==> src/rtl/sevenseg_pkg.sv <==
// Shared constants, state encoding and frame type for the seven-segment scan controller.
package sevenseg_pkg;

  localparam int unsigned FRAME_W    = 16;
  localparam int unsigned NUM_DIGITS = 4;
  localparam int unsigned DIGIT_W    = $clog2(NUM_DIGITS);

  typedef enum logic [2:0] {
    StIdle,
    StLoad,
    StShift,
    StLatch,
    StDwell
  } state_e;

  typedef logic [NUM_DIGITS-1:0][FRAME_W-1:0] frame_t;

  // Clock cycles spent on one digit: load, shift, latch and dwell.
  function automatic int unsigned digit_period(input int unsigned clk_div,
                                               input int unsigned dwell);
    return 1 + 2 * FRAME_W * clk_div + clk_div + dwell;
  endfunction

endpackage

==> src/rtl/sevenseg_shifter.sv <==
// Serialises one digit word MSB-first: sclk low for CLK_DIV cycles, then high for CLK_DIV cycles.
module sevenseg_shifter
  import sevenseg_pkg::*;
#(
  parameter int unsigned CLK_DIV = 2
) (
  input  logic               clk,
  input  logic               rst,
  input  logic               load,
  input  logic               start,
  input  logic [FRAME_W-1:0] word,
  output logic               sdo,
  output logic               sclk,
  output logic               done
);

  localparam int unsigned DivW = $clog2(2 * CLK_DIV);
  localparam int unsigned BitW = $clog2(FRAME_W);
  localparam logic [DivW-1:0] DivLast = DivW'(2 * CLK_DIV - 1);
  localparam logic [DivW-1:0] DivHigh = DivW'(CLK_DIV);
  localparam logic [BitW-1:0] BitLast = BitW'(FRAME_W - 1);

  logic [DivW-1:0]    div_q;
  logic [BitW-1:0]    bit_q;
  logic [FRAME_W-1:0] shreg_q;
  logic               period_end;

  assign period_end = start && (div_q == DivLast);

  always_ff @(posedge clk or posedge rst) begin
    if (rst) begin
      div_q   <= '0;
      bit_q   <= '0;
      shreg_q <= '0;
    end else if (load) begin
      div_q   <= '0;
      bit_q   <= '0;
      shreg_q <= word;
    end else if (start) begin
      if (period_end) begin
        div_q   <= '0;
        bit_q   <= bit_q + 1'b1;
        shreg_q <= {shreg_q[FRAME_W-2:0], 1'b0};
      end else begin
        div_q <= div_q + 1'b1;
      end
    end
  end

  // Both lines are forced low outside the shift window so the chain never sees a stray edge.
  assign sdo  = start & shreg_q[FRAME_W-1];
  assign sclk = start & (div_q >= DivHigh);
  assign done = period_end & (bit_q == BitLast);

endmodule

==> src/rtl/sevenseg_scan_ctrl.sv <==
// Scan controller: double-buffered frame handshake, per-digit shift/latch/dwell sequencing.
module sevenseg_scan_ctrl
  import sevenseg_pkg::*;
#(
  parameter int unsigned CLK_DIV = 2,
  parameter int unsigned DWELL   = 10
) (
  input  logic                          clk,
  input  logic                          rst,
  input  logic                          enable,
  input  logic                          upd_valid,
  input  logic [NUM_DIGITS*FRAME_W-1:0] upd_data,
  output logic                          upd_ready,
  output logic                          sdo,
  output logic                          sclk,
  output logic                          latch,
  output logic [DIGIT_W-1:0]            digit,
  output logic                          frame_done,
  output logic                          busy
);

  localparam int unsigned TmrMax = (CLK_DIV > DWELL) ? CLK_DIV : DWELL;
  localparam int unsigned TmrW   = $clog2(TmrMax + 1);
  localparam logic [DIGIT_W-1:0] DigitLast = DIGIT_W'(NUM_DIGITS - 1);

  state_e             state_q, state_d;
  logic [TmrW-1:0]    tmr_q, tmr_d;
  logic [DIGIT_W-1:0] digit_q, digit_d;
  frame_t             active_q, pend_q;
  logic               pend_full_q, pend_full_d;
  logic               upd_ready_q;
  logic               accept, swap, shift_done;
  logic               tmr_last_latch, tmr_last_dwell;

  assign accept         = upd_valid & upd_ready_q;
  assign tmr_last_latch = (tmr_q == TmrW'(CLK_DIV - 1));
  assign tmr_last_dwell = (tmr_q == TmrW'(DWELL - 1));
  assign frame_done     = (state_q == StDwell) && tmr_last_dwell && (digit_q == DigitLast);
  // Swap only uses a frame that was already pending when the boundary cycle began.
  assign swap           = frame_done & pend_full_q;

  always_comb begin
    state_d = state_q;
    tmr_d   = tmr_q;
    digit_d = digit_q;
    unique case (state_q)
      StIdle: begin
        if (enable) state_d = StLoad;
      end
      StLoad: begin
        state_d = StShift;
        tmr_d   = '0;
      end
      StShift: begin
        if (shift_done) state_d = StLatch;
      end
      StLatch: begin
        if (tmr_last_latch) begin
          state_d = StDwell;
          tmr_d   = '0;
        end else begin
          tmr_d = tmr_q + 1'b1;
        end
      end
      StDwell: begin
        if (tmr_last_dwell) begin
          tmr_d   = '0;
          digit_d = (digit_q == DigitLast) ? '0 : digit_q + 1'b1;
          state_d = enable ? StLoad : StIdle;
        end else begin
          tmr_d = tmr_q + 1'b1;
        end
      end
      default: state_d = StIdle;
    endcase
  end

  always_comb begin
    pend_full_d = pend_full_q;
    if (swap) begin
      pend_full_d = 1'b0;
    end else if (accept) begin
      pend_full_d = 1'b1;
    end
  end

  always_ff @(posedge clk or posedge rst) begin
    if (rst) begin
      state_q     <= StIdle;
      tmr_q       <= '0;
      digit_q     <= '0;
      active_q    <= '0;
      pend_q      <= '0;
      pend_full_q <= 1'b0;
      upd_ready_q <= 1'b1;
    end else begin
      state_q     <= state_d;
      tmr_q       <= tmr_d;
      digit_q     <= digit_d;
      pend_full_q <= pend_full_d;
      upd_ready_q <= ~pend_full_d;
      if (accept) pend_q <= upd_data;
      if (swap) active_q <= pend_q;
    end
  end

  sevenseg_shifter #(
    .CLK_DIV(CLK_DIV)
  ) u_shifter (
    .clk  (clk),
    .rst  (rst),
    .load (state_q == StLoad),
    .start(state_q == StShift),
    .word (active_q[digit_q]),
    .sdo  (sdo),
    .sclk (sclk),
    .done (shift_done)
  );

  assign upd_ready = upd_ready_q;
  assign latch     = (state_q == StLatch);
  assign busy      = (state_q != StIdle);
  assign digit     = digit_q;

endmodule

==> config.mk <==
export PLATFORM = sky130hd
export DESIGN_NAME = sevenseg_scan_ctrl
export DESIGN_NICKNAME = d
export VERILOG_FILES = /design/src/rtl/sevenseg_pkg.sv /design/src/rtl/sevenseg_shifter.sv /design/src/rtl/sevenseg_scan_ctrl.sv
export SDC_FILE = /design/constraint.sdc
export NUM_CORES = 1
export LEC_CHECK = 0
export ABC_AREA = 1
export CORE_ASPECT_RATIO = 1.4
export CORE_MARGIN = 2
export CORE_UTILIZATION = 55
export DETAILED_ROUTE_END_ITERATION = 12
export DONT_BUFFER_PORTS = 1
export PLACE_DENSITY = 0.7
export SYNTH_ARGS = -nofsm -noshare
export SYNTH_HDL_FRONTEND = slang
export SYNTH_SLANG_ARGS = --single-unit
==> constraint.sdc <==
create_clock -name clk -period 13 [get_ports clk]
set_clock_uncertainty 0.15 [all_clocks]
set_input_delay 1.3 -clock clk [delete_from_list [all_inputs] [get_ports clk]]
set_output_delay 1.3 -clock clk [all_outputs]
set_load 0.02 [all_outputs]
==> impl_metrics.env, run 1 <==
export IMPL_crit_end="frame_done"
export IMPL_fin_crit_sh_pct=29.9
export IMPL_cts_resized=0
export IMPL_wl_per_cell_um=14.0
export IMPL_drive_gt1_share_pct=5.29
export IMPL_post_route_cell_area_mm2=0.00765
export IMPL_power_density_mw_per_mm2=185
export IMPL_gp_congestion=0.837
export IMPL_end_kind="output port"
export IMPL_wl_um=14100
export IMPL_drcViolationCount=0
export IMPL_maxSlewViolCount=0
export IMPL_reg2reg_from="state_q[2]"
export IMPL_ys_seq_area_share_pct=57.0
export IMPL_clkTransAtPathRegs_ns=0.06
export IMPL_avgSynthCellArea_um2=8.23
export IMPL_syn_area_mm2=0.00707
export IMPL_r2r_end="u_shifter.bit_q[3]"
export IMPL_core_mm2=0.0127
export IMPL_syn_nets=932
export IMPL_cts_tree="yes"
export IMPL_clock_path_buffers=2
export IMPL_hold_violations=0
export IMPL_vdd_drop_max_uv=98.0
export IMPL_ys_seq_elements=161
export IMPL_leakagePower_nw=3.77
export IMPL_clkLatencyLatePin_ns=0.41
export IMPL_io_buffers=0
export IMPL_setup_worst_path_class="flip-flop to output port"
export IMPL_cts_buffers=17
export IMPL_timing_slew_headroom_pct=28.4
export IMPL_diodes=0
export IMPL_hold_path_class="flip-flop to flip-flop"
export IMPL_grt_overflow=0
export IMPL_synth_warning_count=0
export IMPL_power_frac_comb_pct=20.9
export IMPL_drtPass1Iterations=5
export IMPL_whs_ns=0.330
export IMPL_final_seq_area_mm2=0.00403
export IMPL_synth_fa_ha_area_share_pct=1.06
export IMPL_via_per_inst=5.22
export IMPL_grt_max_degree=118
export IMPL_fillCellCount=1145
export IMPL_ys_types=26
export IMPL_cp_required_ns=11.55
export IMPL_die_y_um=138
export IMPL_internal_power_mw=0.979
export IMPL_wl_met3_um=458
export IMPL_io_pins=76
export IMPL_ant_nets=0
export IMPL_crit_arrival_ns=2.43
export IMPL_sw_frac_of_total_pct=30.8
export IMPL_tns_ns=0
export IMPL_grt_pass1_wl_um=24700
export IMPL_fin_crit_ns=3.88
export IMPL_post_cts_setup_buffers=0
export IMPL_pwr_share_seq_pct=46.1
export IMPL_run_status="finished, final reports clean"
export IMPL_area_growth_pct=8.22
export IMPL_power_total_mw=1.42
export IMPL_max_slew_worst_pin_slew_ns=1.07
export IMPL_p_sw_mw=0.436
export IMPL_rsz0062_at_grt="false"
export IMPL_row_count=49
export IMPL_htreeDepth=4
export IMPL_ff2ff_setup_slack_ns=10.44
export IMPL_critical_path_startpoint="digit[1]"
export IMPL_grt_pass1_vias=5265
export IMPL_dieArea_mm2=0.0138
export IMPL_die_w_um=99.8
export IMPL_grt_util_all_layers_pct=22.2
export IMPL_final_nets=913
export IMPL_antenna_found_initial=0
export IMPL_met1_length_um=6240
export IMPL_synthSimpleGateAreaFrac_pct=23.2
export IMPL_multi_input_area_mm2=0.00246
export IMPL_cts_root_buf="clkbuf_16"
export IMPL_wl_met2_um=7030
export IMPL_path_max_fanout=13
export IMPL_synth_xor_area_share_pct=0.372
export IMPL_dp_hpwl_um=9700
export IMPL_vias=5237
export IMPL_synth_compound_area_share_pct=10.1
export IMPL_cap_violations=0
export IMPL_synth_area_mux_share_pct=0
export IMPL_start_kind="flip-flop"
export IMPL_numClockSinks=161
export IMPL_hold_buffers=0
export IMPL_pwr_share_clk_pct=33.0
export IMPL_syn_inst=858
export IMPL_reg2regPathDepth=6
export IMPL_setup_viol=0
export IMPL_drt_iter0_drc=320
export IMPL_start_util_pct=55.7
export IMPL_top_layer_used="met4"
export IMPL_max_clock_freq_mhz=258
export IMPL_placed_cell_area_mm2=0.00709
export IMPL_synth_top_family_by_area="simple AND/OR/NAND/NOR gates"
-- Yosys cell counts, drive strengths merged --
library cell	instances	area, um^2
nand2	305	1140
dfrtp	160	4000
o21ai	127	651
inv	99	372
nor2	54	210
nand3	46	253
clkbuf	24	90.1
buf	18	115
o211ai	7	52.6
ha	6	75.1
xor2	3	26.3
a21oi	2	10.0
nand3b	2	15.0
nand4	2	12.5
clkinv	1	3.75
dfstp	1	26.3
nor3	1	5.00
-- metrics by stage --
| stage | std cells | setup WS, ns | util [%] |
|---|---|---|---|
| 2_1_floorplan | 858 | 7.20 | - |
| 5_1_grt | 1004 | 8.94 | 60.2 |
| 3_3_place_gp | 973 | 9.60 | 55.9 |
| 3_5_place_dp | 973 | 9.55 | 55.9 |
| 4_1_cts | 1004 | 9.11 | 60.2 |
| 6_report | 1004 | 9.12 | 60.2 |
-- sequential cells by signal, indices dropped and copies added, names as in the netlist --
signal and cells:
u_shifter.div_q 2, state_q 3, tmr_q 4, u_shifter.bit_q 4, pend_full_q 1, pend_q 64, digit 2, upd_ready 1
active_q 64, u_shifter.shreg_q 16
-- cells by family (layout without fill, tap and decap cells) --
kind of cell	count (synthesis)	after routing
flops	161	161
xor+xnor	3	3
compound gates	136	136
buf+inv	142	135
simple gates	410	410
fa+ha+maj	6	6
-- critical path: stages (launching register included) --
cell and delay (ns):
dfrtp_1 0.74, ha_1 0.33, inv_1 0.09, nor3_2 0.87
-- routing by layer --
metal | vias up | global-route usage (%)
met5 | - | 0
met4 | 0 | 8.80
met3 | 27 | 3.84
met2 | 105 | 36.3
met1 | 2481 | 29.6
li1 | 2624 | -
-- layout by cell type, fill, tap and decap left out, types with 4 or more instances in the layout --
| master | synthesis | final |
|---|---|---|
| buf_4 | 1 | 4 |
| clkbuf_1 | 24 | 4 |
| clkbuf_16 | 0 | 17 |
| clkinvlp_4 | 0 | 4 |
| dfrtp_1 | 160 | 160 |
| ha_1 | 6 | 6 |
| inv_1 | 96 | 95 |
| nand2_1 | 305 | 305 |
| nand3_1 | 43 | 43 |
| nor2_1 | 53 | 53 |
| o211ai_1 | 7 | 7 |
| o21ai_0 | 104 | 104 |
| o21ai_1 | 19 | 19 |
| o21ai_2 | 4 | 4 |
-- worst min-delay path by stage --
stage	start	to	cells past startpoint
2_1_floorplan	active_q[16]	active_q[16]	2
3_3_place_gp	u_shifter.shreg_q[6]	u_shifter.shreg_q[6]	2
3_5_place_dp	u_shifter.shreg_q[2]	u_shifter.shreg_q[2]	2
4_1_cts	active_q[16]	active_q[16]	2
5_1_grt	active_q[4]	active_q[4]	2
6_report	active_q[16]	active_q[16]	2
-- area by class of cell --
type | count | share of cell area (%)
clock buffers | 21 | 5.76
clock inverters | 10 | 1.49
inverters | 100 | 4.97
multi-input cells | 555 | 32.2
flip-flops and latches | 161 | 52.7
well taps | 153 | 2.50
repair buffers | 4 | 0.393
-- power groups by stage --
stage / sequential (mW) / combinational (mW) / clock (mW)
2_1_floorplan: 0.647 / 0.239 / 0
3_3_place_gp: 0.655 / 0.282 / 0
3_5_place_dp: 0.661 / 0.298 / 0
4_1_cts: 0.653 / 0.302 / 0.476
5_1_grt: 0.664 / 0.353 / 0.497
6_report: 0.652 / 0.296 / 0.467
(Power assumes the default switching activity.)
==> inputs of run 2 (changes only) <==
clock period = 3.7 ns   (was 13 ns; I/O delays follow)
==> impl_metrics.env, run 2 (synthesis results as in run 1) <==
export IMPL_run_status="finished, final reports clean"
export IMPL_path_max_fanout=88
export IMPL_max_clock_freq_mhz=377
export IMPL_fin_crit_sh_pct=71.6
export IMPL_whs_path_depth=4
export IMPL_via_per_inst=5.19
export IMPL_setup_worst_path_class="flip-flop to flip-flop"
export IMPL_tns_ns=0
export IMPL_io_pins=76
export IMPL_ant_nets=0
export IMPL_setup_viol=0
export IMPL_die_y_um=138
export IMPL_leakagePower_nw=4.07
export IMPL_max_slew_worst_pin_slew_ns=0.929
export IMPL_cts_tree="yes"
export IMPL_reg2regPathDepth=8
export IMPL_power_density_mw_per_mm2=599
export IMPL_grt_util_all_layers_pct=23.5
export IMPL_grt_overflow=0
export IMPL_end_kind="flip-flop"
export IMPL_die_w_um=99.8
export IMPL_vdd_drop_max_uv=334
export IMPL_dieArea_mm2=0.0138
export IMPL_hold_path_class="primary input to flip-flop"
export IMPL_area_growth_pct=18.1
export IMPL_wl_um=15300
export IMPL_cp_buffers_inverters=2
export IMPL_cts_resized=0
export IMPL_grt_max_degree=92
export IMPL_start_kind="flip-flop"
export IMPL_cap_violations=0
export IMPL_timing_slew_headroom_pct=38.1
export IMPL_crit_chain="inv_1, ha_1, nand3_2, nor2_4, nand3_4, buf_4, nand2_1, o21ai_0"
export IMPL_drcViolationCount=0
export IMPL_clkTransAtPathRegs_ns=0.06
export IMPL_fin_cells=1075
export IMPL_post_route_cell_area_mm2=0.00835
export IMPL_layout_commonest_cell="nand2_1"
export IMPL_rsz0062_at_grt="false"
export IMPL_wl_per_cell_um=14.2
export IMPL_cts_buffers=17
export IMPL_whs_ns=0.0898
export IMPL_numClockSinks=161
export IMPL_fin_crit_ns=2.65
export IMPL_place_inst=980
export IMPL_row_count=49
export IMPL_final_nets=985
export IMPL_diodes=0
export IMPL_maxSlewViolCount=0
export IMPL_grt_pass1_wl_um=26000
export IMPL_reg_largest_list="active_q (64), pend_q (64), u_shifter.shreg_q (16)"
export IMPL_drtPass1Iterations=5
export IMPL_max_stage_delay_ns=0.64
export IMPL_io_buffers=0
export IMPL_gp_congestion=0.832
export IMPL_cts_root_buf="clkbuf_16"
export IMPL_vias=5576
export IMPL_htreeDepth=4
export IMPL_crit_arrival_ns=2.78
export IMPL_ff2ff_setup_slack_ns=1.05
export IMPL_dp_hpwl_um=9770
export IMPL_cpMaxStageDelayCell="nand3_4"
export IMPL_clock_path_buffers=2
export IMPL_antenna_found_initial=0
export IMPL_grt_pass1_vias=5524
export IMPL_drt_iter0_drc=443
export IMPL_power_total_mw=5.00
export IMPL_cp_required_ns=3.83
export IMPL_path_depth=8
export IMPL_hold_violations=0
export IMPL_drive_gt1_share_pct=5.64
export IMPL_clkLatencyLatePin_ns=0.41
export IMPL_placed_cell_area_mm2=0.00717
export IMPL_crit_family="simple AND/OR/NAND/NOR gates"
export IMPL_start_util_pct=55.7
export IMPL_layout_common_cells="305 x nand2_1, 160 x dfrtp_1, 104 x o21ai_0, 95 x inv_1, 65 x dlygate4sd3_1"
export IMPL_core_mm2=0.0127
[run 2: what timing repair did]
item                      4_1_cts  5_1_grt
hold buffers                   65        0
hold endpoints to repair       83        0
setup buffers                   0        0
[run 2: path summary, 6_finish.rpt]
path                              start            to
setup / recovery               tmr_q[1]  active_q[21]
setup reg to reg               tmr_q[1]  active_q[21]
max in group asynchronous           rst  active_q[49]
hold reg to reg            active_q[16]  active_q[16]
hold / removal                   enable    state_q[0]
min in group asynchronous           rst    pend_q[58]
[run 2: layout make-up]
class	count	area (um^2)
sequential	161	4030
clock buffer	20	437
fill	993	4340
timing repair buffer	76	758
tap	153	191
multi-input combinational	555	2460
clock inverter	10	91.3
inverter	100	379
[run 2: report_power, final]
part           switching [mW]  internal, mW  total [mW]  leakage, nW
registers               0.168          2.13        2.29         2.11
logic                   0.736         0.384        1.12         1.71
clock network           0.670         0.915        1.58        0.255
total                    1.57          3.43        5.00         4.07
[run 2: routing by layer]
metal	share of wire, %	global-route usage (%)	vias up
met5	0	0	-
met4	2.6	8.72	0
met3	3.5	4.60	20
met2	49	37.7	140
met1	45	31.9	2650
li1	-	-	2766
[run 2: worst reg2reg max path: cells and delay by family, from the launching register on]
| kind | cells | cell delay [ns] |
|---|---|---|
| buffers and inverters | 2 | 0.62 |
| DFF | 1 | 0.42 |
| and+or+nand+nor | 4 | 1.07 |
| AOI/OAI and AO/OA | 1 | 0.07 |
| adders and majority gates | 1 | 0.19 |
[run 2: stage by stage]
step,utilization (%),setup slack [ns]
floorplan,-,1.14
finish,65.8,1.05
global placement,56.5,1.18
detailed placement,56.5,1.07
global route,65.8,0.759
CTS,65.8,1.04
